## config.mk

```make
export PLATFORM = sky130hd
export DESIGN_NAME = idli_pred_rf_m
export DESIGN_NICKNAME = d
export VERILOG_FILES = /design/src/rtl/idli_pred_rf_m.sv
export SDC_FILE = /design/constraint.sdc
export NUM_CORES = 1
export LEC_CHECK = 0
export BUFFER_PORTS_ARGS = -buffer_cell sky130_fd_sc_hd__buf_4
export CORE_MARGIN = 5
export CORE_UTILIZATION = 40
export DETAILED_ROUTE_END_ITERATION = 16
export PLACE_DENSITY = 0.74
export SYNTH_ARGS = -nofsm -noshare
export SYNTH_HDL_FRONTEND = slang
export SYNTH_SLANG_ARGS = --single-unit
```

## constraint.sdc

```tcl
create_clock -name i_prf_gck -period 1.4 [get_ports i_prf_gck]
set_clock_uncertainty 0.2 [all_clocks]
set_input_delay 0.28 -clock i_prf_gck [delete_from_list [all_inputs] [get_ports i_prf_gck]]
set_output_delay 0.28 -clock i_prf_gck [all_outputs]
set_load 0.005 [all_outputs]
```

## src/rtl/idli_pred_rf_m.sv

```systemverilog
// idli_pred_rf_m -- predicate register file with per-register scoreboarding.
//
// This block holds NUM_PREGS predicates. The top register, PT = NUM_PREGS-1,
// is hardwired true. Decode/issue reads predicates and reserves them for
// in-flight compares. The compare/ALU writeback path writes them with
// SET/AND/OR/XOR combining ops. A pending bit per register lets issue stall
// until the producer has written.
//
// Optional feature: define IDLI_PRF_BYPASS_EN to forward the current
// cycle's write result (and clear pend) onto the read ports. When it is left
// undefined, reads see only the registered state.
//
// Ports:
//   i_prf_gck       clock
//   i_prf_rst       synchronous active-high reset (dominates writes/reserves)
//   i_prf_rd        NUM_RD x PREG_W read indices
//   o_prf_rd_data   per-port read value (PT and out-of-range indices read 1)
//   o_prf_rd_pend   per-port pending flag (reserved, not yet written)
//   i_prf_rsv_en    reserve request
//   i_prf_rsv       reserve index
//   i_prf_wr_en     per-port write enable
//   i_prf_wr        NUM_WR x PREG_W write indices
//   i_prf_wr_op     NUM_WR x 2 op: 0 SET, 1 AND, 2 OR, 3 XOR
//   i_prf_wr_data   per-port write operand

// One read port. The read vectors are padded to the full index space, with
// constant "true, not pending" entries above the flopped registers. Because
// of that padding, PT and out-of-range indices need no extra compare.
module idli_pred_rf_rd_lane #(
  parameter int NIDX   = 4,
  parameter int PREG_W = 2
) (
  input  logic [PREG_W-1:0] i_idx,
  input  logic [NIDX-1:0]   i_val,
  input  logic [NIDX-1:0]   i_pend,
  output logic              o_data,
  output logic              o_pend
);
  assign o_data = i_val[i_idx];
  assign o_pend = i_pend[i_idx];
endmodule

module idli_pred_rf_m #(
  parameter  int NUM_PREGS = 4,
  parameter  int NUM_RD    = 2,
  parameter  int NUM_WR    = 1,
  localparam int PREG_W    = $clog2(NUM_PREGS)
) (
  input  logic                     i_prf_gck,
  input  logic                     i_prf_rst,
  input  logic [NUM_RD*PREG_W-1:0] i_prf_rd,
  output logic [NUM_RD-1:0]        o_prf_rd_data,
  output logic [NUM_RD-1:0]        o_prf_rd_pend,
  input  logic                     i_prf_rsv_en,
  input  logic [PREG_W-1:0]        i_prf_rsv,
  input  logic [NUM_WR-1:0]        i_prf_wr_en,
  input  logic [NUM_WR*PREG_W-1:0] i_prf_wr,
  input  logic [NUM_WR*2-1:0]      i_prf_wr_op,
  input  logic [NUM_WR-1:0]        i_prf_wr_data
);
  localparam int NREG = NUM_PREGS - 1;   // flopped registers P0..PT-1
  localparam int NIDX = 1 << PREG_W;     // full index space seen by reads

  logic [NREG-1:0] r_val, r_pend;
  logic [NREG-1:0] w_nxt_val, w_nxt_pend, w_wr_hit;
  logic [NIDX-1:0] w_rd_val, w_rd_pend;

  // Next state. Ports are scanned in ascending order, so the highest-index
  // port hitting a register overwrites the lower ones. Every port combines
  // with the registered value, so lower-port results are dropped rather than
  // chained. Indices of PT and above never match a flopped register, which
  // makes such writes and reserves no-ops.
  always_comb begin
    w_nxt_val  = r_val;
    w_nxt_pend = r_pend;
    w_wr_hit   = '0;
    for (int r = 0; r < NREG; r++) begin
      for (int p = 0; p < NUM_WR; p++) begin
        if (i_prf_wr_en[p] && (i_prf_wr[p*PREG_W +: PREG_W] == PREG_W'(r))) begin
          w_wr_hit[r] = 1'b1;
          case (i_prf_wr_op[p*2 +: 2])
            2'd0:    w_nxt_val[r] = i_prf_wr_data[p];
            2'd1:    w_nxt_val[r] = r_val[r] & i_prf_wr_data[p];
            2'd2:    w_nxt_val[r] = r_val[r] | i_prf_wr_data[p];
            default: w_nxt_val[r] = r_val[r] ^ i_prf_wr_data[p];
          endcase
        end
      end
      // A same-cycle reserve belongs to a newer producer, so it beats the write.
      if (i_prf_rsv_en && (i_prf_rsv == PREG_W'(r)))
        w_nxt_pend[r] = 1'b1;
      else if (w_wr_hit[r])
        w_nxt_pend[r] = 1'b0;
    end
  end

  always_ff @(posedge i_prf_gck) begin
    if (i_prf_rst) begin
      r_val  <= '0;
      r_pend <= '0;
    end else begin
      r_val  <= w_nxt_val;
      r_pend <= w_nxt_pend;
    end
  end

  // Read-visible state. Reserves are never forwarded; only writes are.
  always_comb begin
    w_rd_val  = '1;
    w_rd_pend = '0;
`ifdef IDLI_PRF_BYPASS_EN
    w_rd_val[NREG-1:0]  = w_nxt_val;
    w_rd_pend[NREG-1:0] = r_pend & ~w_wr_hit;
`else
    w_rd_val[NREG-1:0]  = r_val;
    w_rd_pend[NREG-1:0] = r_pend;
`endif
  end

  for (genvar i = 0; i < NUM_RD; i++) begin : g_rd
    idli_pred_rf_rd_lane #(.NIDX(NIDX), .PREG_W(PREG_W)) u_lane (
      .i_idx  (i_prf_rd[i*PREG_W +: PREG_W]),
      .i_val  (w_rd_val),
      .i_pend (w_rd_pend),
      .o_data (o_prf_rd_data[i]),
      .o_pend (o_prf_rd_pend[i])
    );
  end
endmodule
```

After elaboration in Yosys (flattened, before gate mapping)
Index checks and enable logic that the tools add are counted.
Cells by class
  magnitude comparators: 2
  equality and inequality tests: 6
  mux-type cells: 20
  bitwise logic cells: 9
  reduce and logical (&&, ||, !) cells: 12
Operators with widths (number)
  $mux W1: 13
  $pmux W1 S3: 3
  $bmux W1 S2: 4
  $eq A2 B1 Y1 const B: 3
  $eq A2 B2 Y1 const B: 3
  $logic_and A1 B1 Y1: 6
  $logic_not A2 Y1: 3
  $lt A2 B3 Y1 const B: 2
  $reduce_bool A2 Y1: 3
  $and A1 B1 Y1: 3
  $or A1 B1 Y1: 3
  $xor A1 B1 Y1: 3
Storage, ports and cells
  output and inout bits: 4
  bits in registers: 6
  bits of input ports: 15

Logic depth before layout (Yosys ltp)
Gate-level depths: netlist of the first run.
  depth after elaboration: 5
  gate-level depth with buffers: 5

Hierarchy
A second synthesis of the first run with hierarchy kept.
Unflattened totals
  cell total of the unflattened synthesis: 49
  area, all modules: 540.5 sq um
By module, submodules not included
  idli_pred_rf_m: seq. area each 120.1 sq um, instances 1, cells each 45, area an instance 435.4 sq um
  idli_pred_rf_rd_lane: seq. area each 0.0 sq um, instances 2, cells each 2, area an instance 52.6 sq um

Least setup slack after synthesis of the first run
Ideal clock, no wire load.
  path type: register to register
  from: register r_val[2]
  to: register r_val[2]
  required time: 1.060 ns
  library setup time: 0.140 ns
  stages on the path, launching flop included: 5
  arrival: 1.109 ns
  clock period less this slack: 1.449 ns
  setup slack: -0.049 ns
  cells stage by stage: dfxtp_1 -> inv_1 -> ha_1 -> a2111oi_0 -> a2111oi_1
On the way
  longest elaborated chain between the ends: 2
Ends and longest elaborated chain
  start: declaration: RTL line 64  | logic [NREG-1:0] r_val, r_pend;
  start signal: assignment: RTL line 102  | r_val <= w_nxt_val;
  $xor A1 B1 Y1, or another cell as far along: RTL line 85  | default: w_nxt_val[r] = r_val[r] ^ i_prf_wr_data[p];
  $pmux W1 S3 (*): RTL line 81  | case (i_prf_wr_op[p*2 +: 2])
Mark *: on every way between the ends. The rest lies on a longest branch, timed or not.
A chain may end at the register's enable or synchronous reset.

Final worst setup path of the first run
  from: register r_val[0]
  to: output port o_prf_rd_data[1]
On the way
  longest elaborated chain between the ends: 2
Ends and longest elaborated chain
  $bmux W1 S2: RTL line 39  | assign o_data = i_val[i_idx];
  $mux W1 (implied by the code): RTL line 39
  end: declaration: RTL line 52  | output logic [NUM_RD-1:0] o_prf_rd_data,
Every way passes these cells. The select of a mux whose other input is x is not followed.

==> flow_metrics.env, run 1 <==
export IMPL_cts_buffers=3
export IMPL_crit_buf_inv=1
export IMPL_endpoint_kind="output port"
export IMPL_avgViaCountPerCell=5.66
export IMPL_fin_hold_ws_ns=0.0455
export IMPL_yosysTopAreaCell="dfxtp_1"
export IMPL_post_route_period_util=1.12
export IMPL_drt_iter0_markers=6
export IMPL_synthArstFlopShare=0
export IMPL_required_ns=0.92
export IMPL_cts_path_max_buffers=2
export IMPL_ys_seq_area_frac=0.216
export IMPL_core_area_um2=1300
export IMPL_syn_num_nets=89
export IMPL_io_buffers=18
export IMPL_post_synth_top_area_fraction=0.216
export IMPL_num_vias=617
export IMPL_vdd_drop_max_v=0.000420
export IMPL_row_count=13
export IMPL_rsz0062_at_grt="yes"
export IMPL_gr_usage_all_layers=0.173
export IMPL_hold_path_class="input pin to register"
export IMPL_fin_area_um2=1010
export IMPL_cpLargestDelayFamily="flip-flops"
export IMPL_hold_viol_final=0
export IMPL_synthCells=68
export IMPL_drive_above_1_share=0.670
export IMPL_synthTopCellsByArea="dfxtp_1 22%, ha_1 13%, a2111oi_0 11%, nor2b_1 5.6%, buf_4 5.4%"
export IMPL_cp_max_fo=4
export IMPL_status="complete, but fails checks"
export IMPL_grt_antenna_before_repair=0
export IMPL_slowest_delay_ns=0.36
export IMPL_synth_seq_cells=6
export IMPL_grt_pass1_wl_um=2740
export IMPL_start_util=0.428
export IMPL_fp_dieArea_um2=2240
export IMPL_cts_root_buffer="clkbuf_4"
export IMPL_ys_dominant_reg_cell="dfxtp_1"
export IMPL_clk_latency_ns=0.25
export IMPL_die_y_um=47.3
export IMPL_p_per_area_nw_per_um2=581
export IMPL_finalCriticalPeriod_ns=1.56
export IMPL_crit_type="register to output port"
export IMPL_syn_area_um2=557
export IMPL_final_cells=109
export IMPL_gp_congestion=0.814
export IMPL_area_growth_pct=82.2
export IMPL_cp_start_kind="register"
export IMPL_grt_max_degree=10
export IMPL_arrival_ns=1.08
export IMPL_die_w_um=47.3
export IMPL_worstMarginPinSlew_ns=0.329
export IMPL_drc=0
export IMPL_max_slew_margin_rel=0.781
export IMPL_fin_tns_setup_ns=-0.380
export IMPL_yosysWarnings=0
export IMPL_synth_cell_types=25
export IMPL_drv_slew=0
export IMPL_clk_pin_slew_worst_paths_ns=0.05
export IMPL_post_dp_hpwl_um=1050
export IMPL_htree_levels=1
export IMPL_routed_wirelength_um=1780
export IMPL_ys_top_cells_by_count="7 x a2111oi_0, 7 x inv_1, 6 x dfxtp_1, 6 x ha_1"
export IMPL_max_freq_mhz=640
export IMPL_n_fill_cell=84
export IMPL_ant_nets=0
export IMPL_setup_viol=4
export IMPL_tritoncts="built"
export IMPL_violations="setup timing"
export IMPL_grt_remaining_overflow=0
export IMPL_p_leak_uw=0.000360
export IMPL_wire_per_inst_um=16.3
export IMPL_cap_violations=0
export IMPL_cp_slowest_cell="dfxtp_4"
export IMPL_pre_cts_ws_ns=-0.192
export IMPL_ioPinCount=19
export IMPL_dp_cells=103
export IMPL_grt_pass1_vias=616
export IMPL_diodes=0
export IMPL_final_nets=117
export IMPL_numClockSinks=6
export IMPL_syn_area_per_cell_um2=8.19
export IMPL_synth_edff_count=0
export IMPL_fin_ws_ns=-0.161
export IMPL_firstDrtPassIters=4
export IMPL_reg2reg_slack_ns=-0.06
export IMPL_cp_cell_sequence="nor2b_4, a211oi_2, a31oi_1, buf_4"
export IMPL_postPlaceCellArea_um2=736
[per-layer routing]
metal	vias up	wire length, um	GRT usage
met3	4	101	0.0268
li1	298	-	-
met5	-	0	0
met2	19	857	0.324
met1	296	788	0.212
met4	0	30	0.0166
[layout make-up]
type,count,area (um^2),area share
clock buffer,3,22.5,0.0222
inverter,8,33.8,0.0333
multi-input combinational,49,592,0.583
sequential,6,130,0.128
tap,15,18.8,0.0185
timing repair buffer,28,218,0.215
[through the flow]
step / util / power, uW
4_1_cts: 0.724 / 553
2_1_floorplan: - / 263
3_3_place_gp: 0.565 / 333
3_5_place_dp: 0.565 / 335
5_1_grt: 0.780 / 625
6_report: 0.780 / 590
[report_power, final]
| group | switching [uW] | internal [uW] |
|---|---|---|
| combinational | 111 | 115 |
| clock | 76.5 | 98.0 |
| sequential | 8.20 | 181 |
[layout by cell type, fill, tap and decap left out, drive strengths merged]
| cell | count |
|---|---|
| a21oi | 2 |
| a32oi | 1 |
| nand3 | 2 |
| nand2 | 5 |
| o21ai | 4 |
| clkinvlp | 1 |
| dfxtp | 6 |
| inv | 7 |
| mux2i | 2 |
| nand2b | 2 |
| clkbuf | 3 |
| or2 | 2 |
| a2111oi | 8 |
| o21a | 1 |
| a31oi | 2 |
| a211oi | 2 |
| ha | 6 |
| nor4 | 1 |
| nand3b | 3 |
| nor2b | 5 |
| nor2 | 1 |
| buf | 28 |
[cell families after synthesis]
kind of cell	after synthesis	share of synthesized area
compound gates	20	0.261
fa+ha+maj	6	0.135
buf+inv	13	0.128
flops	6	0.216
mux	2	0.0360
simple gates	21	0.225
[final timing paths]
kind / startpoint / to / depth (start not counted)
worst min register to register: r_pend[0]$_SDFFE_PP0P_ / r_pend[0]$_SDFFE_PP0P_ / 2
worst max-delay path: r_val[0]$_SDFFE_PP0P_ / o_prf_rd_data[1] / 4
worst max register to register: r_val[2]$_SDFFE_PP0P_ / r_val[2]$_SDFFE_PP0P_ / 5
worst min-delay path: i_prf_rst / r_pend[2]$_SDFFE_PP0P_ / 2
[sequential cells by signal, indices dropped and copies added, names as in the netlist]
register,flops
r_pend,3
r_val,3
[repair_timing]
action,CTS,global route
hold buffers,0,0
endpoints found under the hold margin,0,0
pin swaps,9,4
gates resized for setup,35,14
cloned,0,0
endpoints found under the setup margin,7,7
buffers inserted,3,0
[worst register-to-register path: stages (launching register included)]
cell	delay [ns]
dfxtp_2	0.35
inv_1	0.10
ha_4	0.16
nand2_1	0.09
a2111oi_4	0.08
a2111oi_2	0.36
(Power assumes the default switching activity.)
==> run 2, diff against run 1 <==
==> constraint.sdc (replaced) <==
create_clock -name i_prf_gck -period 1.4 [get_ports i_prf_gck]
set_clock_uncertainty 0.2 [all_clocks]
set_input_delay 0.14 -clock i_prf_gck [delete_from_list [all_inputs] [get_ports i_prf_gck]]
set_output_delay 0.14 -clock i_prf_gck [all_outputs]
set_load 0.005 [all_outputs]
==> flow_metrics.env, run 2 (same netlist as run 1, synthesis figures left out) <==
export IMPL_routed_wirelength_um=1850
export IMPL_reg2reg_from="r_val[0]$_SDFFE_PP0P_"
export IMPL_finalCriticalPeriod_ns=1.50
export IMPL_start_util=0.428
export IMPL_crit_buf_inv=2
export IMPL_post_dp_hpwl_um=1080
export IMPL_reg_top3="r_pend: 3 flops, r_val: 3 flops"
export IMPL_htree_levels=1
export IMPL_io_buffers=18
export IMPL_setup_viol=4
export IMPL_area_growth_pct=82.2
export IMPL_max_slew_margin_rel=0.790
export IMPL_cap_violations=0
export IMPL_n_fill_cell=90
export IMPL_endpoint_kind="output port"
export IMPL_num_vias=641
export IMPL_status="complete, but fails checks"
export IMPL_clk_pin_slew_worst_paths_ns=0.06
export IMPL_gr_usage_all_layers=0.185
export IMPL_rsz0062_at_grt="yes"
export IMPL_hold_path_class="input pin to register"
export IMPL_violations="setup timing"
export IMPL_vdd_drop_max_v=0.000507
export IMPL_fin_ws_ns=-0.102
export IMPL_r2r_end="r_val[0]$_SDFFE_PP0P_"
export IMPL_drive_above_1_share=0.588
export IMPL_grt_pass1_wl_um=2860
export IMPL_fp_dieArea_um2=2240
export IMPL_wire_per_inst_um=16.5
export IMPL_grt_remaining_overflow=0
export IMPL_final_cells=112
export IMPL_drv_slew=0
export IMPL_ioPinCount=19
export IMPL_hold_viol_final=0
export IMPL_post_route_period_util=1.07
export IMPL_cts_root_buffer="clkbuf_4"
export IMPL_row_count=13
export IMPL_final_common_cell="buf_4"
export IMPL_grt_pass1_vias=674
export IMPL_cp_cell_sequence="buf_6, nor2b_1, a211oi_2, a31oi_1, buf_4"
export IMPL_p_per_area_nw_per_um2=593
export IMPL_reg2reg_slack_ns=-0.03
export IMPL_critPathLaunch="r_val[0]$_SDFFE_PP0P_"
export IMPL_cpLargestDelayFamily="flip-flops"
export IMPL_fin_area_um2=1010
export IMPL_cp_depth=5
export IMPL_postPlaceCellArea_um2=736
export IMPL_die_w_um=47.3
export IMPL_firstDrtPassIters=5
export IMPL_slowest_delay_ns=0.33
export IMPL_die_y_um=47.3
export IMPL_worstSetupEndpoint="o_prf_rd_data[1]"
export IMPL_hold_start="i_prf_wr[0]"
export IMPL_cp_slowest_cell="dfxtp_2"
export IMPL_pre_cts_ws_ns=-0.127
export IMPL_finalPower_uw=602
export IMPL_final_cell_mix="25 x buf_4, 6 x a2111oi_4, 4 x inv_1, 4 x o21ai_0, 4 x dlygate4sd3_1"
export IMPL_final_nets=120
export IMPL_p_leak_uw=0.000376
export IMPL_cts_path_max_buffers=2
export IMPL_arrival_ns=1.16
export IMPL_diodes=0
export IMPL_drc=0
export IMPL_dp_cells=103
export IMPL_drt_iter0_markers=7
export IMPL_gp_congestion=0.808
export IMPL_worstMarginPinSlew_ns=0.316
export IMPL_tritoncts="built"
export IMPL_clk_latency_ns=0.27
export IMPL_crit_type="register to output port"
export IMPL_numClockSinks=6
export IMPL_ant_nets=0
export IMPL_max_freq_mhz=666
export IMPL_core_area_um2=1300
export IMPL_grt_antenna_before_repair=0
export IMPL_avgViaCountPerCell=5.72
export IMPL_cp_start_kind="register"
export IMPL_cp_max_fo=2
export IMPL_reg2reg_depth=6
export IMPL_cts_buffers=3
export IMPL_grt_max_degree=10
export IMPL_required_ns=1.06
[run 2: cell types whose count changed in the layout (fill, tap and decap cells not counted), sizes merged]
cell / delta
inv: +1
clkinvlp: -1
dlygate4sd3: +4
buf: -1
[run 2: per-stage QoR]
stage,util,TNS [ns],hold slack [ns]
after floorplan,-,-0.00163,0.00907
after global placement,0.565,-0.160,0.160
after detailed placement,0.565,-0.277,0.164
after CTS,0.704,-0.272,0.0337
after global routing,0.780,-0.530,0.0444
final,0.780,-0.253,0.0397
[run 2: how the worst min path moves through the flow]
stage | end | depth (start not counted)
final | r_val[1]$_SDFFE_PP0P_ | 3
after global routing | r_val[0]$_SDFFE_PP0P_ | 3
after CTS | r_val[1]$_SDFFE_PP0P_ | 3
after detailed placement | r_pend[2]$_SDFFE_PP0P_ | 2
after global placement | r_pend[0]$_SDFFE_PP0P_ | 2
after floorplan | r_pend[0]$_SDFFE_PP0P_ | 1
[run 2: area by class of cell]
cell class	instances	area, um^2	share of cell area
well taps	15	18.8	0.0185
repair buffers	31	250	0.247
multi-input cells	49	567	0.559
clock buffers	3	22.5	0.0222
flip-flops and latches	6	124	0.122
inverters	8	32.5	0.0321
[run 2: report_power, final]
part	switching [uW]	internal [uW]
Combinational	112	116
Sequential	7.49	181
Clock	86.8	98.6
Total	206	396
[run 2: per-layer routing]
metal | vias up | routed length, um | global-route usage
met5 | - | 0 | 0
met4 | 0 | 47 | 0.0994
met3 | 4 | 141 | 0.0268
met2 | 22 | 893 | 0.340
met1 | 305 | 769 | 0.199
li1 | 310 | - | -
[run 2: tightest hold or removal path, stage by stage]
cell and delay, ns:
buf_4 0.12, nand3b_1 0.12, a2111oi_2 0.08
[run 2: repair_timing]
item / in CTS / in global routing
hold endpoints to repair: 6 / 0
pin swaps: 9 / 7
setup buffers: 2 / 0
gates resized for setup: 22 / 17
setup endpoints to repair: 5 / 5
hold buffers: 4 / 0
==> run 3, diff against run 2 <==
--- a/constraint.sdc
+++ b/constraint.sdc
@@ -3,3 +3,3 @@
 set_input_delay 0.14 -clock i_prf_gck [delete_from_list [all_inputs] [get_ports i_prf_gck]]
 set_output_delay 0.14 -clock i_prf_gck [all_outputs]
-set_load 0.005 [all_outputs]
+set_load 0.05 [all_outputs]
==> flow_metrics.env, run 3 (same netlist as run 1, synthesis figures left out) <==
export IMPL_status="complete, but fails checks"
export IMPL_violations="setup timing"
export IMPL_diodes=0
export IMPL_worstMarginPinSlew_ns=0.349
export IMPL_die_y_um=47.3
export IMPL_start_util=0.428
export IMPL_cts_path_max_buffers=2
export IMPL_cpLargestDelayFamily="flip-flops"
export IMPL_cp_slowest_cell="dfxtp_2"
export IMPL_rsz0062_at_grt="yes"
export IMPL_cts_root_buffer="clkbuf_4"
export IMPL_grt_max_degree=10
export IMPL_slowest_delay_ns=0.34
export IMPL_setup_viol=4
export IMPL_drt_iter0_markers=20
export IMPL_p_leak_uw=0.000388
export IMPL_ioPinCount=19
export IMPL_max_freq_mhz=635
export IMPL_grt_antenna_before_repair=0
export IMPL_wire_per_inst_um=17.9
export IMPL_drive_above_1_share=0.596
export IMPL_ant_nets=0
export IMPL_cp_cell_sequence="buf_6, nor2b_4, a211oi_2, a31oi_1, buf_4"
export IMPL_clk_latency_ns=0.25
export IMPL_gp_congestion=0.808
export IMPL_vdd_drop_max_v=0.000658
export IMPL_fin_ws_ns=-0.174
export IMPL_hold_viol_final=0
export IMPL_row_count=13
export IMPL_holdPathStages=3
export IMPL_top_layer="met4"
export IMPL_pre_cts_ws_ns=-0.127
export IMPL_p_sw_frac=0.359
export IMPL_pwr_share_seq=0.304
export IMPL_cp_start_kind="register"
export IMPL_max_slew_margin_rel=0.767
export IMPL_reg2reg_depth=7
export IMPL_arrival_ns=1.23
export IMPL_clk_pin_slew_worst_paths_ns=0.05
export IMPL_core_area_um2=1300
export IMPL_r2r_end="r_val[0]$_SDFFE_PP0P_"
export IMPL_cts_buffers=3
export IMPL_num_vias=661
export IMPL_p_comb_frac=0.418
export IMPL_cp_max_fo=2
export IMPL_wl_met1_um=879
export IMPL_wl_met3_um=150
export IMPL_reg2reg_slack_ns=-0.16
export IMPL_gr_usage_all_layers=0.182
export IMPL_endpoint_kind="output port"
export IMPL_holdPathEnd="r_val[1]$_SDFFE_PP0P_"
export IMPL_tritoncts="built"
export IMPL_fin_hold_ws_ns=0.0522
export IMPL_hold_path_class="input pin to register"
export IMPL_grt_pass1_wl_um=2830
export IMPL_routed_wirelength_um=2040
export IMPL_crit_type="register to output port"
export IMPL_crit_buf_inv=2
export IMPL_numClockSinks=6
export IMPL_io_buffers=18
export IMPL_avgViaCountPerCell=5.80
export IMPL_firstDrtPassIters=4
export IMPL_final_nets=122
export IMPL_area_growth_pct=82.5
export IMPL_grt_pass1_vias=656
export IMPL_final_common_cell="buf_4"
export IMPL_grt_remaining_overflow=0
export IMPL_htree_levels=1
export IMPL_die_w_um=47.3
export IMPL_fp_dieArea_um2=2240
export IMPL_drv_slew=0
export IMPL_p_int_uw=401
export IMPL_finalCriticalPeriod_ns=1.57
export IMPL_reg2reg_from="r_val[0]$_SDFFE_PP0P_"
export IMPL_required_ns=1.06
export IMPL_p_per_area_nw_per_um2=616
export IMPL_p_switching_uw=225
export IMPL_reg_top3="r_pend: 3 flops, r_val: 3 flops"
export IMPL_hold_start="i_prf_wr[0]"
export IMPL_drc=0
export IMPL_post_route_period_util=1.12
export IMPL_cap_violations=0
export IMPL_final_cell_mix="25 x buf_4, 6 x dfxtp_2, 5 x nand2_1"
export IMPL_p_clk_frac=0.278
export IMPL_met2_wirelength_um=943
export IMPL_post_dp_hpwl_um=1080
[run 3: worst max-delay path by stage]
stage / from / to / slack, ns / cells after the start
2_1_floorplan: r_val[2]$_SDFFE_PP0P_ / r_val[2]$_SDFFE_PP0P_ / -0.002 / 4
6_report: r_val[0]$_SDFFE_PP0P_ / o_prf_rd_data[0] / -0.17 / 5
5_1_grt: r_val[0]$_SDFFE_PP0P_ / o_prf_rd_data[1] / -0.24 / 5
4_1_cts: r_val[0]$_SDFFE_PP0P_ / o_prf_rd_data[1] / -0.19 / 5
3_5_place_dp: r_val[0]$_SDFFE_PP0P_ / r_val[0]$_SDFFE_PP0P_ / -0.13 / 5
3_3_place_gp: r_val[2]$_SDFFE_PP0P_ / r_val[2]$_SDFFE_PP0P_ / -0.07 / 4
[run 3: cell type report]
class	count	area, um^2
inverters	8	32.5
clock buffers	3	22.5
multi-input cells	49	542
flip-flops and latches	6	128
fillers	90	285
repair buffers	33	273
well taps	15	18.8
[run 3: stage by stage]
stage | setup TNS (ns) | utilization | std cells | total power, uW | cell area [um^2]
4_1_cts | -0.486 | 0.718 | 114 | 595 | 935
5_1_grt | -0.828 | 0.781 | 114 | 667 | 1020
2_1_floorplan | -0.00163 | - | 68 | 292 | 571
3_5_place_dp | -0.277 | 0.565 | 103 | 366 | 736
3_3_place_gp | -0.160 | 0.565 | 103 | 363 | 736
6_report | -0.503 | 0.781 | 114 | 626 | 1020
[run 3: worst register-to-register path, cell delays in order, from the launching register on]
cell and delay [ns]:
dfxtp_2 0.33, buf_4 0.13, buf_6 0.11, inv_4 0.05, ha_4 0.11, nand2_1 0.09
a2111oi_4 0.32, nor4_1 0.09
[run 3: layer usage]
metal,up-vias,global-route usage
met4,0,0.0994
met3,8,0.0268
met1,312,0.219
met2,32,0.307
met5,-,0
li1,309,-
[run 3: what timing repair did]
action	4_1_cts	5_1_grt
hold endpoints to repair	6	0
setup endpoints to repair	5	7
hold buffers	4	0
pin swaps	9	9
resized for setup	23	18
setup buffers	4	0
[run 3: power groups by stage]
| stage | clock network (uW) | logic, uW | registers [uW] |
|---|---|---|---|
| finish | 174 | 262 | 190 |
| global route | 197 | 280 | 191 |
| CTS | 179 | 228 | 188 |
| detailed placement | 0 | 175 | 191 |
| global placement | 0 | 172 | 191 |
| floorplan | 0 | 104 | 189 |
